[src/rtl/soc_rtc_alarm.sv]
// Multi-channel RTC alarm/compare controller: per-channel compare, periodic reload,
// wrap-safe "time reached" detection and a registered interrupt line.
module soc_rtc_alarm #(
  parameter int IO_MAP_WIDTH = 32,
  parameter int NUM_CH       = 4
) (
  input  logic                    clk,
  input  logic                    rst,
  input  logic [IO_MAP_WIDTH-1:0] rtc_time,
  input  logic                    rtc_ready,
  input  logic [3:0]              io_addr,
  input  logic [IO_MAP_WIDTH-1:0] io_wdata,
  input  logic                    io_we,
  input  logic                    io_re,
  output logic [IO_MAP_WIDTH-1:0] io_rdata,
  output logic                    io_ready,
  output logic [NUM_CH-1:0]       irq_vec,
  output logic                    irq
);

  localparam int W = IO_MAP_WIDTH;

  typedef enum logic [1:0] {
    ST_IDLE  = 2'd0,
    ST_ARMED = 2'd1,
    ST_FIRED = 2'd2
  } state_t;

  localparam logic [1:0] REG_CMP    = 2'd0;
  localparam logic [1:0] REG_PERIOD = 2'd1;
  localparam logic [1:0] REG_CTRL   = 2'd2;
  localparam logic [1:0] REG_STATUS = 2'd3;

  logic [1:0]   w_sel_ch;
  logic [1:0]   w_sel_reg;
  logic [W-1:0] w_cmp_rd    [4];
  logic [W-1:0] w_period_rd [4];
  logic [W-1:0] w_ctrl_rd   [4];
  logic [W-1:0] w_status_rd [4];
  logic [3:0]   w_irq_src;
  logic [W-1:0] w_rd_data;

  logic [W-1:0]      r_rdata;
  logic              r_ready;
  logic [NUM_CH-1:0] r_irq_vec;
  logic              r_irq;

  assign w_sel_ch  = io_addr[3:2];
  assign w_sel_reg = io_addr[1:0];

  // The decode is always four slots wide; slots beyond NUM_CH are tied to zero
  // so reads of absent channels return 0 and writes to them land nowhere.
  genvar gi;
  generate
    for (gi = 0; gi < 4; gi++) begin : g_ch
      if (gi < NUM_CH) begin : g_live
        state_t       r_state;
        state_t       w_state_next;
        logic [W-1:0] r_cmp;
        logic [W-1:0] w_cmp_next;
        logic [W-1:0] r_period;
        logic         r_periodic;
        logic         r_irq_en;
        logic         r_pending;
        logic         w_pending_next;
        logic         w_hit;
        logic         w_wr_cmp;
        logic         w_wr_period;
        logic         w_wr_ctrl;
        logic         w_wr_status;
        logic         w_disable;
        logic [W-1:0] w_delta;
        logic         w_fire;
        logic         w_reload;

        assign w_hit       = io_we && (w_sel_ch == 2'(gi));
        assign w_wr_cmp    = w_hit && (w_sel_reg == REG_CMP);
        assign w_wr_period = w_hit && (w_sel_reg == REG_PERIOD);
        assign w_wr_ctrl   = w_hit && (w_sel_reg == REG_CTRL);
        assign w_wr_status = w_hit && (w_sel_reg == REG_STATUS);
        assign w_disable   = w_wr_ctrl && !io_wdata[0];

        // Time has reached CMP when the modular difference is in the lower half-range.
        assign w_delta  = rtc_time - r_cmp;
        assign w_fire   = (r_state == ST_ARMED) && rtc_ready && !w_delta[W-1] && !w_disable;
        assign w_reload = w_fire && r_periodic && (r_period != '0);

        always_ff @(posedge clk) begin
          if (rst) begin
            r_state <= ST_IDLE;
          end else begin
            r_state <= w_state_next;
          end
        end

        always_comb begin
          w_state_next   = r_state;
          w_cmp_next     = r_cmp;
          w_pending_next = r_pending;
          if (w_wr_ctrl) begin
            w_state_next = io_wdata[0] ? ST_ARMED : ST_IDLE;
          end else if (w_fire && !w_reload) begin
            w_state_next = ST_FIRED;
          end
          // A software CMP write overrides the reload computed in the same cycle.
          if (w_wr_cmp) begin
            w_cmp_next = io_wdata;
          end else if (w_reload) begin
            w_cmp_next = r_cmp + r_period;
          end
          if (w_fire) begin
            w_pending_next = 1'b1;
          end else if (w_wr_status && io_wdata[0]) begin
            w_pending_next = 1'b0;
          end
        end

        always_ff @(posedge clk) begin
          if (rst) begin
            r_cmp      <= '0;
            r_period   <= '0;
            r_periodic <= 1'b0;
            r_irq_en   <= 1'b0;
            r_pending  <= 1'b0;
          end else begin
            r_cmp     <= w_cmp_next;
            r_pending <= w_pending_next;
            if (w_wr_period) begin
              r_period <= io_wdata;
            end
            if (w_wr_ctrl) begin
              r_periodic <= io_wdata[1];
              r_irq_en   <= io_wdata[2];
            end
          end
        end

        assign w_cmp_rd[gi]    = r_cmp;
        assign w_period_rd[gi] = r_period;
        assign w_ctrl_rd[gi]   = {{(W-3){1'b0}}, r_irq_en, r_periodic, (r_state == ST_ARMED)};
        assign w_status_rd[gi] = {{(W-3){1'b0}}, r_state, r_pending};
        assign w_irq_src[gi]   = r_pending & r_irq_en;
      end else begin : g_tie
        assign w_cmp_rd[gi]    = '0;
        assign w_period_rd[gi] = '0;
        assign w_ctrl_rd[gi]   = '0;
        assign w_status_rd[gi] = '0;
        assign w_irq_src[gi]   = 1'b0;
      end
    end
  endgenerate

  always_comb begin
    w_rd_data = '0;
    case (w_sel_reg)
      REG_CMP:    w_rd_data = w_cmp_rd[w_sel_ch];
      REG_PERIOD: w_rd_data = w_period_rd[w_sel_ch];
      REG_CTRL:   w_rd_data = w_ctrl_rd[w_sel_ch];
      default:    w_rd_data = w_status_rd[w_sel_ch];
    endcase
  end

  // Read data is sampled before this edge's write, so a same-cycle read sees the old value.
  always_ff @(posedge clk) begin
    if (rst) begin
      r_rdata   <= '0;
      r_ready   <= 1'b0;
      r_irq_vec <= '0;
      r_irq     <= 1'b0;
    end else begin
      r_ready   <= io_we | io_re;
      r_irq_vec <= w_irq_src[NUM_CH-1:0];
      r_irq     <= |w_irq_src[NUM_CH-1:0];
      if (io_re) begin
        r_rdata <= w_rd_data;
      end
    end
  end

  assign io_rdata = r_rdata;
  assign io_ready = r_ready;
  assign irq_vec  = r_irq_vec;
  assign irq      = r_irq;

endmodule

[config.mk]
export PLATFORM = sky130hd
export DESIGN_NAME = soc_rtc_alarm
export DESIGN_NICKNAME = d
export VERILOG_FILES = /design/src/rtl/soc_rtc_alarm.sv
export SDC_FILE = /design/constraint.sdc
export NUM_CORES = 1
export LEC_CHECK = 0
export CAP_MARGIN = 15
export CELL_PAD_IN_SITES_DETAIL_PLACEMENT = 1
export CELL_PAD_IN_SITES_GLOBAL_PLACEMENT = 2
export CORE_AREA = 2 2 265 267
export CTS_BUF_LIST = sky130_fd_sc_hd__clkbuf_2 sky130_fd_sc_hd__clkbuf_4 sky130_fd_sc_hd__clkbuf_8
export DETAILED_ROUTE_END_ITERATION = 8
export DIE_AREA = 0 0 267 269
export PLACE_DENSITY = 0.81
export SYNTH_ARGS = -nofsm -noshare
export SYNTH_HDL_FRONTEND = slang
export SYNTH_SLANG_ARGS = --single-unit
[constraint.sdc]
create_clock -name clk -period 3 [get_ports clk]
set_input_delay 0.3 -clock clk [delete_from_list [all_inputs] [get_ports clk]]
set_output_delay 0.3 -clock clk [all_outputs]
set_load 0.005 [all_outputs]
Word level (Yosys, flattened, before mapping)
Index checks and enable logic that the tools add are counted.

Bits in registers: 314. Latch bits: 0. RAM bits: 0. Bits in read-only memories: 0. Bits of input ports: 73. Output and inout bits: 38. Logic and storage cells: 175. Memories kept: 0.

$add $sub $neg: 8. Multiply operators: 0. Divide/modulo/power cells: 0. $lt $le $gt $ge: 1. Equality and inequality tests: 10. Shifts and indexed selects: 0. Mux-type cells: 38. Bitwise operators: 6. Reduce and logical (&&, ||, !) cells: 84.

Operators by type and width (number): 32-bit two-way mux (16); 32-bit binary-select mux with 2-bit select (4); 32-bit adder (4); 32-bit nonzero test (4); 32-bit subtractor (4); 32-bit case mux with 3 select lines (1); 1-bit logical AND (52); 2-bit nonzero test (12); 2-bit two-way mux (8); 1-bit logical NOT (13); 2-bit by 1-bit equality test with 1-bit output, second input constant (6); 1-bit two-way mux (9); 2-bit equality test, second input constant (4); 1-bit AND (4); 2-bit logical NOT (2); 4-bit OR reduction (1); 3-bit greater-or-equal comparator, second input constant (1); 2-bit NOT with 3-bit output (1); 1-bit OR (1).

Logic depth before layout (Yosys ltp)
Word-level depth: 12. Depth in mapped cells: 14. Depth with buffers taken out: 13.

Least setup slack after synthesis
Ideal clock, no wire load.

Path type: reg2reg. Start point: register g_ch[0].g_live.r_period[0]. End point: register g_ch[0].g_live.r_cmp[28]. Library setup time: 0.086 ns. Arrival: 2.843 ns. Required time: 2.914 ns. Slack: 0.072 ns. Cell stages (with the launch flop): 14. Buffers on the path: 0. Period minus slack after synthesis: 2.928 ns. Cells stage by stage: dfxtp_1 ha_1 inv_1 fa_1 nor2b_1 o2111ai_1 nand3_1 a211oi_1 o41ai_2 a21oi_1 o41ai_1 xor2_1 mux2i_1 a211oi_1.

Longest elaborated chain between the ends: 3. Elaborated cells on any way between the ends: 6. Classes of those cells: add/sub (1); mux (2); reduce/logical (3).

RTL lines: start: declaration (RTL line 61) `logic [W-1:0] r_period;`; start signal: assignment (RTL line 129) `r_period <= io_wdata;`; 32-bit adder / 32-bit nonzero test (equally long branches) (RTL line 109, 86); 32-bit two-way mux / 1-bit logical AND (equally long branches) (RTL line 108, 86); 32-bit two-way mux / 2-bit nonzero test (equally long branches); end signal: assignment (RTL line 126) `r_cmp <= w_cmp_next;`; end: declaration (RTL line 59) `logic [W-1:0] r_cmp;`.

Parallel ways exist; a longest one is shown, timed or not. The select of a mux whose other input is x is not followed. A chain may end at the register's enable or synchronous reset.

Final worst setup path
Start point: register g_ch[1].g_live.r_cmp[2]. End point: register g_ch[1].g_live.r_state[1].

Longest elaborated chain between the ends: 9.

RTL lines: start: declaration (RTL line 59); start signal: assignment (RTL line 126); 32-bit subtractor (*) (RTL line 84) `assign w_delta = rtc_time - r_cmp;`; 1-bit logical NOT (*) (RTL line 85) `assign w_fire = (r_state == ST_ARMED) && rtc_ready && !w_delta[W-1] && !w_disable;`; 1-bit logical AND (*) (2 in series) (RTL line 85); 1-bit logical AND (2 in series) (RTL line 86) `assign w_reload = w_fire && r_periodic && (r_period != '0);`; 1-bit logical NOT (RTL line 102) `end else if (w_fire && !w_reload) begin`; 1-bit logical AND (*) (RTL line 102); 2-bit nonzero test (no source line) (*); end signal: assignment (RTL line 92) `r_state <= w_state_next;`; end: declaration (RTL line 57) `state_t r_state;`.

Mark *: on every way between the ends. The rest lies on a longest branch, timed or not.

==> results.md <==
| Group | Parameter | This run |
|---|---|---|
| synthesis | Post-synth net total | 3,271 |
| setup path | Capture instance of the worst register-to-register path | g_ch[1].g_live.r_state[1] |
| placement | HPWL after DPL | 87,300 µm |
| global routing | Total routing resource utilization after global routing | 32.3% |
| die | Die Footprint | 71,800 µm² |
| synthesis | EDFF count, synth | 0 |
| drt | Vias/cell | 5.87 |
| drt | Count of routing violations after the opening detailed-route iteration | 2,298 |
| sta | Transition time at the pin with the least slew margin | 0.808 ns |
| final layout | Area growth syn-to-layout | 43.5% |
| synthesis | Library cell with the largest summed area after synthesis | sky130_fd_sc_hd__dfxtp_1 |
| synthesis | Area share of the largest cell type after synthesis | 26.2% |
| setup path | R2R depth | 16 |
| drt | Post-DRT Antenna Nets | 0 |
| pwr | Final Power | 11.1 mW |
| synthesis | Distinct cell type count of the synthesized netlist | 85 |
| clock network | Deepest clock path buffer count | 3 |
| clock network | # clock sinks | 314 |
| clock network | Clk_lat worst skew | 0.67 ns |
| global routing | Initial antenna violation count | 2 |
| drt | Total via count after detailed routing | 26,813 |
| clock network | TritonCTS clock tree | yes |
| pwr | Total power divided by cell area | 323 nW/µm² |
| setup path | Arr. time, crit path | 4.07 ns |
| die | Die boundary width | 267 µm |
| run status | Failing checks | negative setup slack |
| die | Number of ports placed on the die boundary | 111 |
| placement | Worst slack after detailed placement | -1.08 ns |
| pwr | Total leakage power | 14.1 nW |
| drt | Final routed wire length divided by cell count | 26.4 µm |
| sta | Tightest slew margin relative to the limit | 46.0% |
| hold path | Hold Path End | g_ch[1].g_live.r_period[23] |
| setup path | Required time of the critical path | 3.57 ns |
| final layout | Share of final-layout standard cells stronger than drive strength 1 | 33.6% |
| sta | Setup-violating endpoint count in the final report | 59 |
| sta | Shortest clock period the worst path allows after layout | 3.50 ns |
| sta | Count of endpoints failing hold in the final timing report | 0 |
| drt | Number of search-and-repair iterations in the first detailed-routing pass | 5 |
| synthesis | Fraction of the yosys area taken by sequential cells | 26.2% |
| setup path | Critical path capture point type | flop |
| die | Starting density of the core | 34.7% |
| global routing | Global-route wire length before repair | 174,000 µm |
| hold path | Hold path startpoint | rst |
| run | Maximum Capacitance Violations | 0 |
| sta | Highest achievable clock rate | 285 MHz |
| sta | Final worst-path cycle share | 117% |
| clock network | TritonCTS buffer count | 66 |
| placement | Area after detailed placement | 30,000 µm² |
| synthesis | Cell count after synthesis | 2,950 |
| pwr | Peak supply drop | 0.247 mV |
| setup path | Startpoint class of the critical path | flop |
| drt | DRC | 0 |
| sta | RSZ-0062 raised after global routing | yes |
| setup path | Reg2Reg Launch Point | g_ch[1].g_live.r_cmp[2] |
| synthesis | Flip-flop and latch count after synthesis | 314 |
| synthesis | Post-synth design cell area | 24,000 µm² |
| synthesis | Main flop type after synthesis | sky130_fd_sc_hd__dfxtp_1 |
| hold path | Worst min-delay path class | input port to flop |
| clock network | H-tree depth reported by CTS | 3 |
| drt | Drt total wl | 121,000 µm |
| clock network | Clock transition at the registers of the reported paths | 0.06 ns |
| die | Number of placement rows | 97 |
| synthesis | Average cell area after synthesis | 8.14 µm² |
| global routing | Pin count of the biggest net entering global routing | 104 |
| setup path | Type of the worst setup path | flop to flop |
| synthesis | Count of warnings emitted by yosys | 0 |
| hold path | Number of cells on the worst hold path | 2 |
| run status | Run status | complete, but fails checks |
| final layout | Final cell area excluding filler cells | 34,500 µm² |
| global routing | Number of global-route vias before repair | 27,960 |
| sta | Setup Skew | 0.0249 ns |
| global routing | Total congestion overflow | 0 |
| final layout | Final cell utilization of the core | 49.7% |
| sta | Number of max-slew violations in the final report | 0 |
| die | Y dimension of the die | 269 µm |
| placement | Routability congestion estimate | 0.971 |
| final layout | Post-layout net count | 3,900 |
| die | Area of the core | 69,300 µm² |
| clock network | Clk Tree Root Cell | sky130_fd_sc_hd__clkbuf_8 |
| synthesis | Top cells by area in the synthesized netlist | sky130_fd_sc_hd__dfxtp_1 (26%), sky130_fd_sc_hd__ha_1 (13%), sky130_fd_sc_hd__mux4_2 (6.8%) |
| setup path | FF-to-FF setup slack | -0.50 ns |
| setup path | Crit-path max FO | 2 |
| synthesis | Fraction of synthesis flops using an asynchronous set or reset pin | 0% |
| sta | Setup WS post-layout | -0.504 ns |
| placement | Quantity of I/O buffers inserted on ports | 110 |
[timing repair]
| item | 4_1_cts | 5_1_grt |
|---|---|---|
| cloned | 9 | 6 |
| pin swaps | 181 | 133 |
| setup buffers | 44 | 32 |
| hold buffers | 0 | 0 |
| gates resized for setup | 269 | 259 |
| endpoints found under the setup margin | 125 | 135 |
[critical path: stages (launching register included)]
cell and delay, ns:
sky130_fd_sc_hd__dfxtp_2 0.34, sky130_fd_sc_hd__buf_6 0.10, sky130_fd_sc_hd__inv_4 0.03, sky130_fd_sc_hd__ha_4 0.27
sky130_fd_sc_hd__a21o_1 0.16, sky130_fd_sc_hd__a31oi_4 0.08, sky130_fd_sc_hd__o211ai_1 0.26, sky130_fd_sc_hd__nand2_2 0.14
sky130_fd_sc_hd__o211ai_1 0.58, sky130_fd_sc_hd__a31o_2 0.33, sky130_fd_sc_hd__buf_4 0.13, sky130_fd_sc_hd__buf_6 0.09
sky130_fd_sc_hd__xor2_2 0.14, sky130_fd_sc_hd__buf_4 0.13, sky130_fd_sc_hd__nand3b_1 0.21, sky130_fd_sc_hd__buf_4 0.22
sky130_fd_sc_hd__a211oi_2 0.16
[flip-flops by register name (all words and copies together), names as in the netlist]
name and flops:
g_ch.g_live.r_cmp 128, g_ch.g_live.r_irq_en 4, g_ch.g_live.r_pending 4, g_ch.g_live.r_period 128, g_ch.g_live.r_periodic 4, g_ch.g_live.r_state 8, io_rdata 32, io_ready 1
irq 1, irq_vec 4
[layout make-up]
cell class                      count  area (µm²)
Timing Repair Buffer              738        6460
Clock inverter                     10        82.6
Clock buffer                      102        1300
Fill cell                        8011       34800
Inverter                          165         632
Tap cell                          940        1180
Antenna cell                        1        2.50
Sequential cell                   314        6370
Multi-Input combinational cell   2294       18400
[how the worst max path moves through the flow]
stage                                from  slack (ns)  cells after the start                         to
3_3_place_gp                  rtc_time[8]       -0.98                     13   g_ch[1].g_live.r_cmp[12]
2_1_floorplan  g_ch[0].g_live.r_period[0]        0.07                     13   g_ch[0].g_live.r_cmp[28]
6_report          g_ch[1].g_live.r_cmp[2]       -0.50                     16  g_ch[1].g_live.r_state[1]
3_5_place_dp                  rtc_time[8]       -1.08                     13   g_ch[1].g_live.r_cmp[16]
4_1_cts           g_ch[1].g_live.r_cmp[2]       -0.41                     14   g_ch[1].g_live.r_cmp[30]
5_1_grt           g_ch[1].g_live.r_cmp[2]       -0.51                     15    g_ch[1].g_live.r_cmp[5]
[cell usage in the layout, fill, tap and decap left out, types with 18 or more instances in the layout]
master | netlist | routed
sky130_fd_sc_hd__a21oi_1 | 309 | 274
sky130_fd_sc_hd__clkdlybuf4s50_1 | 0 | 105
sky130_fd_sc_hd__a211oi_2 | 3 | 37
sky130_fd_sc_hd__nor2_1 | 243 | 227
sky130_fd_sc_hd__dfxtp_2 | 0 | 43
sky130_fd_sc_hd__o21ai_1 | 30 | 33
sky130_fd_sc_hd__nand4_1 | 32 | 32
sky130_fd_sc_hd__ha_4 | 0 | 28
sky130_fd_sc_hd__a211oi_1 | 114 | 74
sky130_fd_sc_hd__clkbuf_8 | 0 | 86
sky130_fd_sc_hd__buf_4 | 2 | 555
sky130_fd_sc_hd__buf_12 | 0 | 21
sky130_fd_sc_hd__nor4_1 | 45 | 35
sky130_fd_sc_hd__nor2b_1 | 55 | 51
sky130_fd_sc_hd__mux2i_1 | 80 | 70
sky130_fd_sc_hd__xor2_1 | 36 | 35
sky130_fd_sc_hd__nand2b_1 | 18 | 18
sky130_fd_sc_hd__nand3_1 | 53 | 45
sky130_fd_sc_hd__mux4_2 | 73 | 73
sky130_fd_sc_hd__and3_1 | 20 | 18
sky130_fd_sc_hd__ha_1 | 244 | 213
sky130_fd_sc_hd__xnor2_1 | 66 | 61
sky130_fd_sc_hd__o21ai_0 | 70 | 48
sky130_fd_sc_hd__a31oi_1 | 27 | 19
sky130_fd_sc_hd__buf_6 | 0 | 37
sky130_fd_sc_hd__inv_1 | 163 | 144
sky130_fd_sc_hd__nor3_1 | 42 | 32
sky130_fd_sc_hd__a21oi_2 | 1 | 28
sky130_fd_sc_hd__a21o_1 | 83 | 83
sky130_fd_sc_hd__mux2_2 | 31 | 30
sky130_fd_sc_hd__nand2_1 | 384 | 374
sky130_fd_sc_hd__o211ai_1 | 26 | 26
sky130_fd_sc_hd__dfxtp_1 | 314 | 264
sky130_fd_sc_hd__o21a_1 | 27 | 25
[cell usage after synthesis (all sizes together) (36+ instances only)]
cell / number
ha: 244
clkbuf: 150
xnor2: 66
mux2i: 80
o21ai: 100
xor2: 36
inv: 164
a21oi: 310
nand3: 53
a211oi: 117
nor2b: 55
dfxtp: 314
a21o: 83
nor3: 43
nor2: 244
mux4: 73
nor4: 45
nand2: 384
[report_power, final]
group	leakage (nW)	switching, mW	internal (mW)
clock	0.730	2.23	2.83
sequential	2.56	0.0631	4.23
combinational	10.8	1.02	0.734
total	14.1	3.32	7.80
[per-stage QoR]
| stage | TNS, ns | hold slack, ns | std cells |
|---|---|---|---|
| 6_report | -16.23 | 0.100 | 4564 |
| 5_1_grt | -22.20 | 0.136 | 4564 |
| 4_1_cts | -15.25 | 0.0676 | 4542 |
| 3_5_place_dp | -102.70 | 0.483 | 4380 |
| 3_3_place_gp | -87.67 | 0.472 | 4380 |
| 2_1_floorplan | 0 | 0.416 | 2950 |
[logic make-up (layout without fill, tap and decap cells)]
kind of cell    count (synthesis)  count (layout)  synth area share, %
flops                         314             314                 26.2
simple gates                  947             947                 17.9
mux                           186             186                 11.7
compound gates                811             811                 21.8
other cells                     0               1                    0
buf+inv                       342            1015                 5.60
xor+xnor                      102             102                 3.72
fa+ha+maj                     248             248                 13.0
[routing by layer]
metal	GRT usage, %	vias up	wire, µm
li1	-	11922	-
met1	41.3	13542	50500
met2	53.6	1049	55800
met3	5.05	300	8230
met4	14.5	0	6020
met5	0	-	0
No activity file was read; power rests on OpenSTA's default activity.
